## config.mk

```make
export PLATFORM = sky130hd
export DESIGN_NAME = uart_rx_param
export DESIGN_NICKNAME = d
export VERILOG_FILES = /design/src/rtl/uart_rx_param.sv
export SDC_FILE = /design/constraint.sdc
export NUM_CORES = 1
export LEC_CHECK = 0
export BUFFER_PORTS_ARGS = -buffer_cell sky130_fd_sc_hd__buf_2
export CAP_MARGIN = 40
export CORE_MARGIN = 2
export CORE_UTILIZATION = 28
export CTS_CLUSTER_SIZE = 28
export DETAILED_ROUTE_END_ITERATION = 10
export GPL_ROUTABILITY_DRIVEN = 1
export PLACE_DENSITY = 0.46
export SYNTH_ARGS = -nofsm -noshare
export SYNTH_HDL_FRONTEND = slang
export SYNTH_SLANG_ARGS = --single-unit
```

## constraint.sdc

```tcl
create_clock -name clk -period 4.1 [get_ports clk]
set_clock_uncertainty 0.1 [all_clocks]
set_input_delay 0.205 -clock clk [delete_from_list [all_inputs] [get_ports clk]]
set_output_delay 0.205 -clock clk [all_outputs]
set_load 0.01 [all_outputs]
```

## src/rtl/uart_rx_param.sv

```systemverilog
// uart_rx_param: oversampling UART receiver with majority-vote sampling, break and overrun
// detection, feeding a valid/ready frame FIFO.
module uart_rx_param #(
  parameter int DATA_BITS       = 8,
  parameter int PARITY_MODE     = 0,
  parameter int STOP_BITS       = 1,
  parameter int OVERSAMPLE_RATE = 16,
  parameter int SYSTEM_CLK      = 10000000,
  parameter int BAUD_RATE       = 9600,
  parameter int FLOPS           = 2,
  parameter int FIFO_DEPTH      = 8
) (
  input  logic                          clk,
  input  logic                          reset,
  input  logic                          rx_i_data,
  input  logic                          m_ready,
  output logic                          m_valid,
  output logic [DATA_BITS-1:0]          m_data,
  output logic                          m_parity_err,
  output logic                          m_frame_err,
  output logic                          m_break,
  output logic                          overrun,
  output logic [$clog2(FIFO_DEPTH):0]   fifo_level
);
  localparam int DIV = SYSTEM_CLK / (BAUD_RATE * OVERSAMPLE_RATE);
  localparam int CW  = $clog2(DIV + 1);
  localparam int MID = OVERSAMPLE_RATE / 2;
  localparam int TW  = $clog2(OVERSAMPLE_RATE);
  localparam int BW  = $clog2(DATA_BITS);
  localparam int AW  = $clog2(FIFO_DEPTH);
  localparam int EW  = DATA_BITS + 3;

  typedef enum logic [2:0] {IDLE, START, DATA, PARITY, STOP, BRK} state_t;

  state_t              state_q, state_d;
  logic [FLOPS-1:0]    sync_q, sync_d;
  logic [CW-1:0]       cnt_q, cnt_d;
  logic [TW-1:0]       tcnt_q, tcnt_d;
  logic [BW-1:0]       bit_q, bit_d;
  logic [DATA_BITS-1:0] shreg_q, shreg_d;
  logic                s0_q, s0_d, s1_q, s1_d, par_q, par_d, perr_q, perr_d;
  logic                ferr_q, ferr_d, stp_q, stp_d, push_q, push_d, ovr_q, ovr_d;
  logic [EW-1:0]       entry_q, entry_d;
  logic [AW-1:0]       wr_q, wr_d, rd_q, rd_d;
  logic [AW:0]         count_q, count_d;
  logic [EW-1:0]       mem [FIFO_DEPTH];
  logic                rx_s, tick, vote, at_vote, ferr_n, brk, full, pop, wr;

  assign rx_s    = sync_q[FLOPS-1];
  assign tick    = cnt_q == CW'(DIV - 1);
  assign vote    = (s0_q & s1_q) | (s0_q & rx_s) | (s1_q & rx_s);
  assign at_vote = tick && tcnt_q == TW'(MID + 1);
  assign ferr_n  = ferr_q | ~vote;
  assign brk     = ~|shreg_q & ~par_q & ferr_n;

  always_comb begin
    sync_d  = {sync_q[FLOPS-2:0], rx_i_data};
    cnt_d   = tick ? '0 : cnt_q + 1'b1;
    state_d = state_q;
    tcnt_d  = tcnt_q;
    bit_d   = bit_q;
    shreg_d = shreg_q;
    s0_d    = s0_q;
    s1_d    = s1_q;
    par_d   = par_q;
    perr_d  = perr_q;
    ferr_d  = ferr_q;
    stp_d   = stp_q;
    push_d  = 1'b0;
    entry_d = entry_q;
    if (tick) begin
      tcnt_d = (tcnt_q == TW'(OVERSAMPLE_RATE - 1)) ? '0 : tcnt_q + 1'b1;
      s0_d   = (tcnt_q == TW'(MID - 1)) ? rx_s : s0_q;
      s1_d   = (tcnt_q == TW'(MID)) ? rx_s : s1_q;
    end
    case (state_q)
      IDLE: if (tick && !rx_s) begin
        state_d = START;
        tcnt_d  = '0;
      end
      START: if (at_vote) begin
        state_d = vote ? IDLE : DATA;
        bit_d   = '0;
        par_d   = 1'b0;
        perr_d  = 1'b0;
        ferr_d  = 1'b0;
        stp_d   = 1'b0;
      end
      DATA: if (at_vote) begin
        shreg_d = {vote, shreg_q[DATA_BITS-1:1]};
        bit_d   = bit_q + 1'b1;
        if (bit_q == BW'(DATA_BITS - 1)) state_d = (PARITY_MODE != 0) ? PARITY : STOP;
      end
      PARITY: if (at_vote) begin
        par_d   = vote;
        perr_d  = ^shreg_q ^ vote ^ (PARITY_MODE == 1);
        state_d = STOP;
      end
      STOP: if (at_vote) begin
        ferr_d = ferr_n;
        stp_d  = 1'b1;
        if (stp_q == 1'(STOP_BITS - 1)) begin
          push_d  = 1'b1;
          entry_d = {brk, ferr_n, perr_q, shreg_q};
          // a break holds off new starts until the line has gone idle again
          state_d = brk ? BRK : IDLE;
        end
      end
      BRK: if (rx_s) state_d = IDLE;
      default: state_d = IDLE;
    endcase
  end

  always_comb begin
    full    = count_q == (AW+1)'(FIFO_DEPTH);
    pop     = m_valid & m_ready;
    wr      = push_q & (~full | pop);
    wr_d    = wr_q + AW'(wr);
    rd_d    = rd_q + AW'(pop);
    count_d = count_q + (AW+1)'(wr) - (AW+1)'(pop);
    ovr_d   = push_q & full & ~pop;
  end

  always_ff @(posedge clk or negedge reset) begin
    if (!reset) begin
      sync_q  <= '1;
      cnt_q   <= '0;
      state_q <= IDLE;
      tcnt_q  <= '0;
      bit_q   <= '0;
      shreg_q <= '0;
      s0_q    <= 1'b1;
      s1_q    <= 1'b1;
      par_q   <= 1'b0;
      perr_q  <= 1'b0;
      ferr_q  <= 1'b0;
      stp_q   <= 1'b0;
      push_q  <= 1'b0;
      entry_q <= '0;
      wr_q    <= '0;
      rd_q    <= '0;
      count_q <= '0;
      ovr_q   <= 1'b0;
    end else begin
      sync_q  <= sync_d;
      cnt_q   <= cnt_d;
      state_q <= state_d;
      tcnt_q  <= tcnt_d;
      bit_q   <= bit_d;
      shreg_q <= shreg_d;
      s0_q    <= s0_d;
      s1_q    <= s1_d;
      par_q   <= par_d;
      perr_q  <= perr_d;
      ferr_q  <= ferr_d;
      stp_q   <= stp_d;
      push_q  <= push_d;
      entry_q <= entry_d;
      wr_q    <= wr_d;
      rd_q    <= rd_d;
      count_q <= count_d;
      ovr_q   <= ovr_d;
    end
  end

  always_ff @(posedge clk) if (wr) mem[wr_q] <= entry_q;

  assign m_valid    = |count_q;
  assign {m_break, m_frame_err, m_parity_err, m_data} = m_valid ? mem[rd_q] : '0;
  assign overrun    = ovr_q;
  assign fifo_level = count_q;
endmodule

```

; After elaboration in Yosys (flattened, before gate mapping)
; Memories as Yosys holds them, arrays and structs flattened.
; Index checks and enable logic that the tools add are counted.
[word_totals]
mem_bits_rw = 88
memories = 1
reg_bits = 56
[op_classes]
n_eq_ne = 20
bitwise_logic = 19
addsub = 7
n_reduce_logical = 19
muxes = 34
[mem_list]
columns = name, words, word_bits, read_ports, rd_ports_with_merged_regs, write_ports, line_no
row1 = mem, 8, 11, 1, 0, 1, 46  ; logic [EW-1:0] mem [FIFO_DEPTH];
[op_table]
columns = op, n
row1 = 3-bit 2-to-1 mux, 11
row2 = 3-bit case mux with 6 select lines, 1
row3 = 4-bit == test (second input constant), 4
row4 = 4-bit 2-to-1 mux, 4
row5 = 2-bit inequality test (second input constant), 8
row6 = 3-bit AND reduction, 4
row7 = 11-bit 2-to-1 mux, 1
row8 = 1-bit 2-to-1 mux, 10
row9 = 1-bit bitwise AND, 9
row10 = 3-bit == test (second input constant), 3
row11 = 1-bit case mux with 2 select lines, 4
row12 = 8-bit AND reduction, 1
row13 = 8-bit OR reduction, 1
row14 = 8-bit XOR reduction, 1
row15 = 7-bit by 1-bit adder with 7-bit output (second input constant), 1
row16 = 7-bit == test (second input constant), 1
row17 = 7-bit 2-to-1 mux, 1
row18 = 3-bit by 1-bit adder with 3-bit output, 2
row19 = 3-bit by 2-bit == test with 1-bit output (second input constant), 2
row20 = 3-bit case mux with 2 select lines, 1
row21 = 2-bit AND reduction, 3
row22 = 2-bit nonzero test, 3
row23 = 1-bit NOT, 5
row24 = 4-bit by 1-bit adder with 4-bit output, 1
row25 = 12 further kinds, 17

; Logic depth before layout (Yosys ltp)
; Gate-level depths: netlist of the first run.
[logic_depth]
word_depth = 10
ltp_mapped = 10
mapped_depth_nobuf = 10

; Least setup slack after synthesis of the first run
; No wires, ideal clock.
[synth_timing]
path_type = reg-to-reg
from = register count_q[2] (netlist: fifo_level[2])
to = memory mem[0][0] in the netlist's numbering (enable)
required_ns = 3.607
t_arrival_ns = 2.025
path_buffers = 0
stages_incl_launch_ff = 7
synth_period_minus_slack_ns = 2.518
setup_slack_ns = 1.582
path_cell_list = dfrtp_1 inv_1 ha_1 nand2b_1 a31oi_1 nand2b_1 nor3_1
[synth_via]
elab_chain_len = 6
word_cells_on_any_way = 8
classes_between = 1 x eq/ne / 2 x mux / 4 x bitwise / 1 x reduce/logical
[synth_rtl]
columns = item, line_no
row1 = from (decl), 45  ; logic [AW:0] count_q, count_d;
row2 = from (signal assigned), 161  ; count_q <= count_d;
row3 = 4-bit OR reduction or 4-bit == test (tied branches), "168, 115"
row4 = 1-bit bitwise AND or 1-bit NOT (tied branches), "116, 117"
row5 = 1-bit OR (*), 117  ; wr = push_q & (~full | pop);
row6 = 1-bit bitwise AND (*), 117
row7 = 1-bit 2-to-1 mux (*), 166  ; always_ff @(posedge clk) if (wr) mem[wr_q] <= entry_q;
row8 = 1-bit 2-to-1 mux (implied by the code) (*), 166
row9 = to (decl), 46
; Mark *: on every way between the ends. The rest lies on a longest branch, timed or not.

; Worst setup path in the final report of the first run
[layout_timing]
from = register rd_q[0]
to = output port m_break
[layout_via]
elab_chain_len = 2
[layout_rtl]
columns = item, line_no
row1 = from (decl), 44  ; logic [AW-1:0] wr_q, wr_d, rd_q, rd_d;
row2 = from (signal assigned), 160  ; rd_q <= rd_d;
row3 = memory read 8 x 11 bit, --
row4 = 11-bit 2-to-1 mux, 169  ; assign {m_break, m_frame_err, m_parity_err, m_data} = m_valid ? mem[rd_q] : '0;
row5 = to (decl), 21  ; output logic m_break,
; No other way between the ends.

==> flow_metrics.env, run 1 <==
export IMPL_drtIter0Drc=157
export IMPL_status="finished clean"
export IMPL_required_ps=3800
export IMPL_antenna_cells=0
export IMPL_sw_frac_of_total=0.295
export IMPL_hold_end="sync_q[1]$_DFF_PN1_"
export IMPL_seqPwrFrac=0.418
export IMPL_syn_nets=420
export IMPL_routed_via_count=3276
export IMPL_nNetsFinal=461
export IMPL_fmax_mhz=344
export IMPL_detail_route_first_pass_iterations=5
export IMPL_rsz0062_at_grt="no"
export IMPL_final_cell_mix="edfxtp_1 (88), dfrtp_1 (52), nor2_1 (32)"
export IMPL_rr_endpoint="fifo_level[1]$_DFF_PN0_"
export IMPL_clk_path_buf_depth=2
export IMPL_ir_drop_v=0.000286
export IMPL_min_path_type="reg -> reg"
export IMPL_rr_startpoint="fifo_level[1]$_DFF_PN0_"
export IMPL_post_route_period_util=0.710
export IMPL_core_rowCount=54
export IMPL_slew_headroom=0.476
export IMPL_post_place_ws_ps=1390
export IMPL_ys_seq_elements=144
export IMPL_cts_resized=0
export IMPL_slew_violations=0
export IMPL_crit_type="reg -> out"
export IMPL_antenna_found_initial=0
export IMPL_placed_area_um2=6680
export IMPL_finish_instance_area_um2=7320
export IMPL_p_clk_frac=0.382
export IMPL_yosys_top_cells_area="edfxtp_1 (43%), dfrtp_1 (21%), mux4_2 (8.0%)"
export IMPL_synth_ff_type="edfxtp_1"
export IMPL_min_period_ps=2910
export IMPL_avgSynthCellArea_um2=15.6
export IMPL_ys_warnings_count=0
export IMPL_hold_violations=0
export IMPL_r2r_setup_slack_ps=1410
export IMPL_endpoint_kind="output pin"
export IMPL_worst_pin_slew_ps=786
export IMPL_dp_cells=694
export IMPL_portBuffers=20
export IMPL_grt_max_degree=57
export IMPL_maxCapViolations=0
export IMPL_yosysTopAreaCellShare=0.428
export IMPL_post_cts_setup_buffers=0
export IMPL_clock_sinks=144
export IMPL_synthCells=395
export IMPL_cp_arrival_ps=2600
export IMPL_combPwrFrac=0.200
export IMPL_async_reset_ff_frac=0.389
export IMPL_grt_pass1_vias=3532
export IMPL_num_io_pins=21
export IMPL_hold_buffers=3
export IMPL_power_density_nw_per_um2=550
export IMPL_worstPathMaxFanout=12
export IMPL_drcViolationCount=0
export IMPL_final_common_cell="edfxtp_1"
export IMPL_fin_cells=729
export IMPL_drive_gt1_frac=0.252
export IMPL_grt_pass1_wl_um=19000
export IMPL_hp_start="sync_q[0]$_DFF_PN1_"
export IMPL_layout_setup_ws_ps=1190
export IMPL_syn_to_final_growth_pct=18.4
export IMPL_dp_hpwl_um=7820
export IMPL_synth_edf_count=88
export IMPL_detail_route_antenna_nets=0
export IMPL_clk_pin_slew_ps=70
export IMPL_drt_total_wl_um=11400
export IMPL_yosysSeqAreaShare=0.655
export IMPL_crit_path_start_kind="register"
export IMPL_die_h_um=153
export IMPL_htreeDepth=4
export IMPL_hold_depth=0
export IMPL_floorplan_initialDensity=0.284
export IMPL_syn_area_um2=6180
export IMPL_die_area_um2=23300
export IMPL_coreArea_um2=21800
export IMPL_synth_top_area_cell="edfxtp_1"
export IMPL_gp_congestion=0.754
export IMPL_die_w_um=153
export IMPL_reg2reg_depth=9
export IMPL_clk_latency_ps=420
export IMPL_cts_tree="built"
export IMPL_grtUsageTotal=0.106
export IMPL_power_internal_uw=2840
export IMPL_wl_per_cell_um=15.7
export IMPL_power_switching_uw=1190
export IMPL_root_buffer="clkbuf_16"
export IMPL_cts_made_buffers=17
export IMPL_whs_ps=257
export IMPL_p_leak_uw=0.00287
export IMPL_tns_ps=0
export IMPL_setup_violations=0
export IMPL_ys_types=54
export IMPL_viasPerCell=4.49
export IMPL_critPathLaunch="rd_q[0]$_DFF_PN0_"
export IMPL_overflow=0
[how the worst max path moves through the flow]
| stage | endpoint | slack, ps | cells after the start |
|---|---|---|---|
| floorplan | mem[0][0]$_DFFE_PP_ | 1580 | 6 |
| global placement | mem[1][4]$_DFFE_PP_ | 1430 | 6 |
| detailed placement | fifo_level[1]$_DFF_PN0_ | 1390 | 9 |
| CTS | m_break | 1040 | 5 |
| global route | m_break | 930 | 5 |
| finish | m_break | 1190 | 5 |
[critical path, stage by stage (launching register included)]
cell	delay, ps
dfrtp_1	840
buf_4	400
mux4_2	560
mux2i_1	150
nor2_1	60
buf_2	160
[per-layer routing]
| metal | up-vias | track usage | part of all wire |
|---|---|---|---|
| li1 | 1567 | - | - |
| met1 | 1652 | 0.137 | 0.46 |
| met2 | 46 | 0.171 | 0.49 |
| met3 | 11 | 0.0321 | 0.036 |
| met4 | 0 | 0.0357 | 0.0089 |
| met5 | - | 0 | 0 |
[cells in the mapped netlist, types with 3 or more instances]
master and n:
edfxtp_1 88, dfrtp_1 52, nor2_1 32, inv_1 24
mux4_2 22, ha_1 20, mux2i_1 19, mux2_2 15
a21oi_1 12, nand2_1 10, xnor2_1 9, nand3_1 8
clkbuf_1 5, xor2_1 5, a31oi_1 4, buf_2 4
dfstp_2 4, nand2b_1 4, nand3b_1 4, nor2b_1 4
nor3_1 4, and2_1 3, nor4_1 3, o21ai_0 3
o31ai_1 3
[metrics by stage]
stage	utilization	total power, uW
4_1_cts	0.336	4110
5_1_grt	0.336	4240
2_1_floorplan	-	2240
3_3_place_gp	0.304	2510
3_5_place_dp	0.307	2550
6_report	0.336	4030
[area by class of cell]
cell class | count | area [um2]
Sequential cell | 144 | 4050
Inverter | 24 | 90.1
Fill cell | 2140 | 14400
Clock buffer | 17 | 425
Clock inverter | 15 | 181
Timing Repair Buffer | 35 | 244
Multi-Input combinational cell | 214 | 1980
Tap cell | 280 | 350
[kinds of logic (layout without fill, tap and decap cells)]
family | count (synthesis) | in the layout | synth area share
fa+ha+maj | 22 | 22 | 0.0453
buf+inv | 37 | 91 | 0.0261
flops | 144 | 144 | 0.655
xor+xnor | 14 | 14 | 0.0198
compound gates | 35 | 35 | 0.0366
mux | 57 | 57 | 0.141
simple gates | 86 | 86 | 0.0763
[power groups by stage]
| stage | Combinational, uW | Sequential [uW] | Clock (uW) |
|---|---|---|---|
| after floorplan | 601 | 1640 | 0 |
| after global placement | 760 | 1750 | 0 |
| after detailed placement | 826 | 1720 | 0 |
| after CTS | 834 | 1690 | 1590 |
| after global routing | 891 | 1700 | 1650 |
| final | 806 | 1680 | 1540 |
[state kept, by name, summed over array words and instances (netlist names)]
register,cells
tcnt_q,4
state_q,3
push_q,1
fifo_level,4
mem,88
sync_q,2
wr_q,3
s0_q,1
bit_q,3
entry_q,11
perr_q,1
par_q,1
overrun,1
cnt_q,7
ferr_q,1
s1_q,1
stp_q,1
shreg_q,8
rd_q,3
(Power assumes the default switching activity.)
==> inputs of run 2 (changes only) <==
--- a/config.mk
+++ b/config.mk
@@ -5,6 +5,7 @@
 export SDC_FILE = /design/constraint.sdc
 export NUM_CORES = 1
 export LEC_CHECK = 0
+export ABC_AREA = 1
 export BUFFER_PORTS_ARGS = -buffer_cell sky130_fd_sc_hd__buf_2
 export CAP_MARGIN = 40
 export CORE_MARGIN = 2
@@ -12,7 +13,7 @@
 export CTS_CLUSTER_SIZE = 28
 export DETAILED_ROUTE_END_ITERATION = 10
 export GPL_ROUTABILITY_DRIVEN = 1
-export PLACE_DENSITY = 0.46
+export PLACE_DENSITY = 0.48
 export SYNTH_ARGS = -nofsm -noshare
 export SYNTH_HDL_FRONTEND = slang
 export SYNTH_SLANG_ARGS = --single-unit
==> constraint.sdc (replaced) <==
create_clock -name clk -period 2.6 [get_ports clk]
set_clock_uncertainty 0.1 [all_clocks]
set_input_delay 0.13 -clock clk [delete_from_list [all_inputs] [get_ports clk]]
set_output_delay 0.13 -clock clk [all_outputs]
set_load 0.01 [all_outputs]
==> run 2 against run 1 <==
Effect of this change:
- total power up 68%
- sequential power up 55%
- via count up 23%
- sequential cell count unchanged
==> flow_metrics.env, run 2 <==
export IMPL_overflow=0
export IMPL_cts_resized=0
export IMPL_syn_to_final_growth_pct=17.8
export IMPL_post_place_ws_ps=369
export IMPL_hold_violations=0
export IMPL_detail_route_first_pass_iterations=4
export IMPL_total_power_uw=6780
export IMPL_cp_arrival_ps=2050
export IMPL_synthCells=575
export IMPL_nNetsFinal=638
export IMPL_die_area_um2=23500
export IMPL_crit_type="reg -> out"
export IMPL_yosys_top_cells_area="edfxtp_1 (42%), dfrtp_1 (21%), nor2_1 (5.8%)"
export IMPL_sw_frac_of_total=0.314
export IMPL_gp_congestion=0.850
export IMPL_drt_total_wl_um=12200
export IMPL_grt_max_degree=33
export IMPL_worst_pin_slew_ps=864
export IMPL_async_reset_ff_frac=0.389
export IMPL_p_leak_uw=0.00330
export IMPL_drive_gt1_frac=0.144
export IMPL_grt_util_met1=0.145
export IMPL_fmax_mhz=439
export IMPL_die_h_um=153
export IMPL_endpoint_kind="output pin"
export IMPL_reg_top3="mem: 88 flops, entry_q: 11 flops, shreg_q: 8 flops"
export IMPL_clk_path_buf_depth=2
export IMPL_dp_hpwl_um=8320
export IMPL_ys_seq_elements=144
export IMPL_grt_pass1_wl_um=20700
export IMPL_p_clk_frac=0.367
export IMPL_slew_headroom=0.424
export IMPL_largest_reg_flops=88
export IMPL_avgSynthCellArea_um2=10.9
export IMPL_synth_edf_count=88
export IMPL_required_ps=2370
export IMPL_coreArea_um2=21800
export IMPL_tns_ps=0
export IMPL_setup_violations=0
export IMPL_antenna_found_initial=0
export IMPL_grtUsageTotal=0.110
export IMPL_power_switching_uw=2130
export IMPL_min_path_type="in -> async"
export IMPL_synth_common_cells="nor2_1 (97), nand2_1 (95), edfxtp_1 (88)"
export IMPL_die_w_um=153
export IMPL_syn_area_um2=6240
export IMPL_final_cell_mix="nor2_1 (97), nand2_1 (95), edfxtp_1 (88)"
export IMPL_routed_via_count=4026
export IMPL_whs_ps=155
export IMPL_final_common_cell="nor2_1"
export IMPL_ys_types=32
export IMPL_rsz0062_at_grt="no"
export IMPL_slew_violations=0
export IMPL_power_internal_uw=4650
export IMPL_busiest_layer="met2"
export IMPL_syn_nets=600
export IMPL_drcViolationCount=0
export IMPL_synth_top_area_cell="edfxtp_1"
export IMPL_yosysTopAreaCellShare=0.423
export IMPL_synth_ff_type="edfxtp_1"
export IMPL_clk_pin_slew_ps=60
export IMPL_crit_path_start_kind="register"
export IMPL_portBuffers=20
export IMPL_worstPathMaxFanout=23
export IMPL_combPwrFrac=0.250
export IMPL_cts_tree="built"
export IMPL_floorplan_initialDensity=0.286
export IMPL_yosysMostFrequentCell="nor2_1"
export IMPL_root_buffer="clkbuf_16"
export IMPL_core_rowCount=54
export IMPL_post_route_period_util=0.875
export IMPL_drtIter0Drc=208
export IMPL_grt_pass1_vias=4044
export IMPL_cts_made_buffers=17
export IMPL_maxCapViolations=0
export IMPL_yosysSeqAreaShare=0.648
export IMPL_ys_warnings_count=0
export IMPL_antenna_cells=0
export IMPL_num_io_pins=21
export IMPL_layout_setup_ws_ps=324
export IMPL_seqPwrFrac=0.383
export IMPL_min_period_ps=2280
export IMPL_top_register="mem"
export IMPL_clock_sinks=144
export IMPL_viasPerCell=4.44
export IMPL_detail_route_antenna_nets=0
export IMPL_grtUsageMet3=0.0298
export IMPL_clk_latency_ps=410
export IMPL_wl_per_cell_um=13.4
export IMPL_status="finished clean"
export IMPL_ir_drop_v=0.000446
export IMPL_grtUsageMet2=0.177
export IMPL_power_density_nw_per_um2=922
export IMPL_htreeDepth=4
==> run 2: what timing repair did <==
action	CTS	global route
setup buffers	0	0
hold buffers	3	0
endpoints found under the hold margin	58	0
==> run 2: metrics by stage <==
stage	instance area (um2)	utilization	std cells
final	7350	0.337	906
after global routing	7350	0.337	906
after CTS	7350	0.337	906
after detailed placement	6720	0.308	871
after global placement	6720	0.308	871
after floorplan	6240	-	575
==> run 2: cells by family after synthesis <==
group           Yosys count  synth area share
buf+inv                  71            0.0475
fa+ha+maj                21            0.0433
flops                   144             0.648
xor+xnor                 10            0.0140
simple gates            230             0.155
compound gates           99            0.0916
==> run 2: power by group through the flow <==
stage               registers [uW]  clock network (uW)  logic, uW
floorplan                     2590                   0       1190
global placement              2640                   0       1710
detailed placement            2650                   0       1730
CTS                           2600                2560       1740
global route                  2610                2670       1950
finish                        2600                2490       1700
==> run 2: worst max-delay path: stages (launching register included) <==
cell,delay [ps]
dfrtp_1,400
inv_2,330
buf_12,220
o21ai_0,80
o22ai_1,250
nor2_1,80
nor2_1,120
buf_2,130
==> run 2: final cells by class <==
class | instances | area (um2)
clock buffer | 18 | 429
clock inverter | 14 | 176
fill | 2166 | 14500
inverter | 52 | 195
multi-input combinational | 360 | 1900
sequential | 144 | 4050
tap | 280 | 350
timing repair buffer | 38 | 255
==> run 2: metal layers <==
| layer | part of all wire | up-vias |
|---|---|---|
| li1 | - | 2024 |
| met5 | 0 | - |
| met2 | 0.47 | 48 |
| met4 | 0.0096 | 0 |
| met1 | 0.48 | 1944 |
| met3 | 0.033 | 10 |
==> run 2: worst paths after layout <==
path | startpoint | endpoint | slack [ps] | cells past startpoint
worst min-delay path | reset | shreg_q[3]$_DFFE_PN0P_ | 160 | 3
min in group clk | sync_q[0]$_DFF_PN1_ | sync_q[1]$_DFF_PN1_ | 260 | 0
worst max register to register | fifo_level[2]$_DFF_PN0_ | fifo_level[2]$_DFF_PN0_ | 380 | 11
worst max-delay path | rd_q[0]$_DFF_PN0_ | m_data[0] | 320 | 7
worst min register to register | sync_q[0]$_DFF_PN1_ | sync_q[1]$_DFF_PN1_ | 260 | 0
max in group asynchronous | reset | s0_q$_DFFE_PN1P_ | 1870 | 3
==> inputs of run 3 (changes only) <==
--- a/config.mk
+++ b/config.mk
@@ -5,7 +5,7 @@
 export SDC_FILE = /design/constraint.sdc
 export NUM_CORES = 1
 export LEC_CHECK = 0
-export ABC_AREA = 1
+export ABC_AREA = 0
 export BUFFER_PORTS_ARGS = -buffer_cell sky130_fd_sc_hd__buf_2
 export CAP_MARGIN = 40
 export CORE_MARGIN = 2
==> run 3 against run 2 <==
Effect of this change:
- critical path depth grew 3
- die area is 0.98% lower
- sequential power decreased by 3%
- first-iteration DRC count shrank 18%
- worst hold slack worse by 110 ps
- clock power is essentially flat
- largest cell class unchanged
==> flow_metrics.env, run 3 (synthesis gave the netlist of run 1 again) <==
export IMPL_slew_headroom=0.572
export IMPL_syn_to_final_growth_pct=18.9
export IMPL_viasPerCell=4.51
export IMPL_r2r_setup_slack_ps=290
export IMPL_crit_slowest_cell="fa_1"
export IMPL_rsz0062_at_grt="no"
export IMPL_htreeDepth=4
export IMPL_drcViolationCount=0
export IMPL_crit_chain="inv_1 > ha_1 > nand2b_1 > a31oi_1 > inv_1 > o21ai_0 > ha_1 > inv_1 > fa_1 > xnor2_1"
export IMPL_dp_hpwl_um=7230
export IMPL_fin_cells=735
export IMPL_slew_violations=0
export IMPL_min_path_type="in -> async"
export IMPL_cts_tree="built"
export IMPL_post_route_period_util=0.887
export IMPL_ir_drop_v=0.000439
export IMPL_layout_setup_ws_ps=294
export IMPL_rr_endpoint="fifo_level[2]$_DFF_PN0_"
export IMPL_final_cell_mix="edfxtp_1 (88), dfrtp_1 (52), nor2_1 (32)"
export IMPL_antenna_found_initial=0
export IMPL_clk_latency_ps=410
export IMPL_crit_type="reg -> reg"
export IMPL_cts_made_buffers=17
export IMPL_crit_path_start_kind="register"
export IMPL_crit_top_cell="inv_1"
export IMPL_die_h_um=153
export IMPL_hold_violations=0
export IMPL_top_register="mem"
export IMPL_p_leak_uw=0.00290
export IMPL_tns_ps=0
export IMPL_die_area_um2=23300
export IMPL_required_ps=2800
export IMPL_cp_arrival_ps=2510
export IMPL_detail_route_first_pass_iterations=4
export IMPL_gp_congestion=0.749
export IMPL_wl_per_cell_um=15.5
export IMPL_grt_max_degree=43
export IMPL_largest_reg_flops=88
export IMPL_status="finished clean"
export IMPL_portBuffers=20
export IMPL_reg2reg_depth=10
export IMPL_final_common_cell="edfxtp_1"
export IMPL_grtUsageTotal=0.104
export IMPL_drt_total_wl_um=11400
export IMPL_clk_pin_slew_ps=70
export IMPL_endpoint_kind="register"
export IMPL_rr_startpoint="fifo_level[2]$_DFF_PN0_"
export IMPL_routed_via_count=3313
export IMPL_post_place_ws_ps=278
export IMPL_drive_gt1_frac=0.259
export IMPL_die_w_um=153
export IMPL_clk_path_buf_depth=2
export IMPL_fill_cells=2112
export IMPL_nNetsFinal=467
export IMPL_overflow=0
export IMPL_worstPathMaxFanout=4
export IMPL_dp_cells=700
export IMPL_power_density_nw_per_um2=871
export IMPL_grt_pass1_wl_um=18900
export IMPL_detail_route_antenna_nets=0
export IMPL_reg_top3="mem: 88 flops, entry_q: 11 flops, shreg_q: 8 flops"
export IMPL_total_power_uw=6400
export IMPL_cp_slowest_stage_delay_ps=370
export IMPL_worst_pin_slew_ps=637
export IMPL_grt_pass1_vias=3486
export IMPL_setup_violations=0
export IMPL_maxCapViolations=0
export IMPL_floorplan_initialDensity=0.284
export IMPL_core_rowCount=54
export IMPL_clock_sinks=144
export IMPL_coreArea_um2=21800
export IMPL_fmax_mhz=434
export IMPL_drtIter0Drc=171
export IMPL_num_io_pins=21
export IMPL_min_period_ps=2310
export IMPL_root_buffer="clkbuf_16"
export IMPL_antenna_cells=0
[run 3: area by class of cell]
class | instances | area [um2] | area share
clock buffers | 17 | 425 | 0.0579
clock inverters | 15 | 186 | 0.0254
multi-input cells | 214 | 1970 | 0.268
well taps | 280 | 350 | 0.0477
flip-flops and latches | 144 | 4050 | 0.551
repair buffers | 41 | 278 | 0.0378
inverters | 24 | 90.1 | 0.0123
[run 3: timing repair]
action | 4_1_cts | 5_1_grt
buffers inserted | 0 | 0
hold buffers | 3 | 0
gates resized for setup | 0 | 0
hold endpoints to repair | 16 | 0
[run 3: how the worst max path moves through the flow]
stage | start | endpoint | cells after the start
floorplan | fifo_level[2]$_DFF_PN0_ | mem[0][0]$_DFFE_PP_ | 6
global placement | fifo_level[2]$_DFF_PN0_ | fifo_level[2]$_DFF_PN0_ | 10
detailed placement | fifo_level[2]$_DFF_PN0_ | fifo_level[2]$_DFF_PN0_ | 10
CTS | fifo_level[2]$_DFF_PN0_ | fifo_level[2]$_DFF_PN0_ | 10
global route | fifo_level[2]$_DFF_PN0_ | fifo_level[2]$_DFF_PN0_ | 10
finish | fifo_level[2]$_DFF_PN0_ | fifo_level[2]$_DFF_PN0_ | 10
[run 3: metrics by stage]
stage          area (um2)  hold slack (ps)  utilization
3_5_place_dp         6710            -52.9        0.308
4_1_cts              7350             36.1        0.338
2_1_floorplan        6180             -266            -
3_3_place_gp         6710            -55.6        0.308
6_report             7350             43.1        0.338
5_1_grt              7350             72.2        0.338
[run 3: worst max-delay path, delay by kind of cell, from the launching register on]
| kind | cells | cell delay (ps) |
|---|---|---|
| buffers and inverters | 3 | 190 |
| DFF | 1 | 340 |
| adders and majority gates | 3 | 780 |
| and+or+nand+nor | 1 | 150 |
| xor gates and xnor gates | 1 | 140 |
| AOI/OAI and AO/OA | 2 | 490 |
[run 3: metal layers]
layer	GRT usage	up-vias	part of all wire
li1	-	1578	-
met1	0.129	1688	0.46
met2	0.180	39	0.51
met3	0.0296	8	0.029
met4	0.0273	0	0.0061
met5	0	-	0
[run 3: power breakdown]
| group | switching (uW) | internal (uW) | total (uW) |
|---|---|---|---|
| sequential | 43.8 | 2470 | 2520 |
| combinational | 692 | 710 | 1400 |
| clock | 1090 | 1390 | 2480 |
| total | 1830 | 4570 | 6400 |
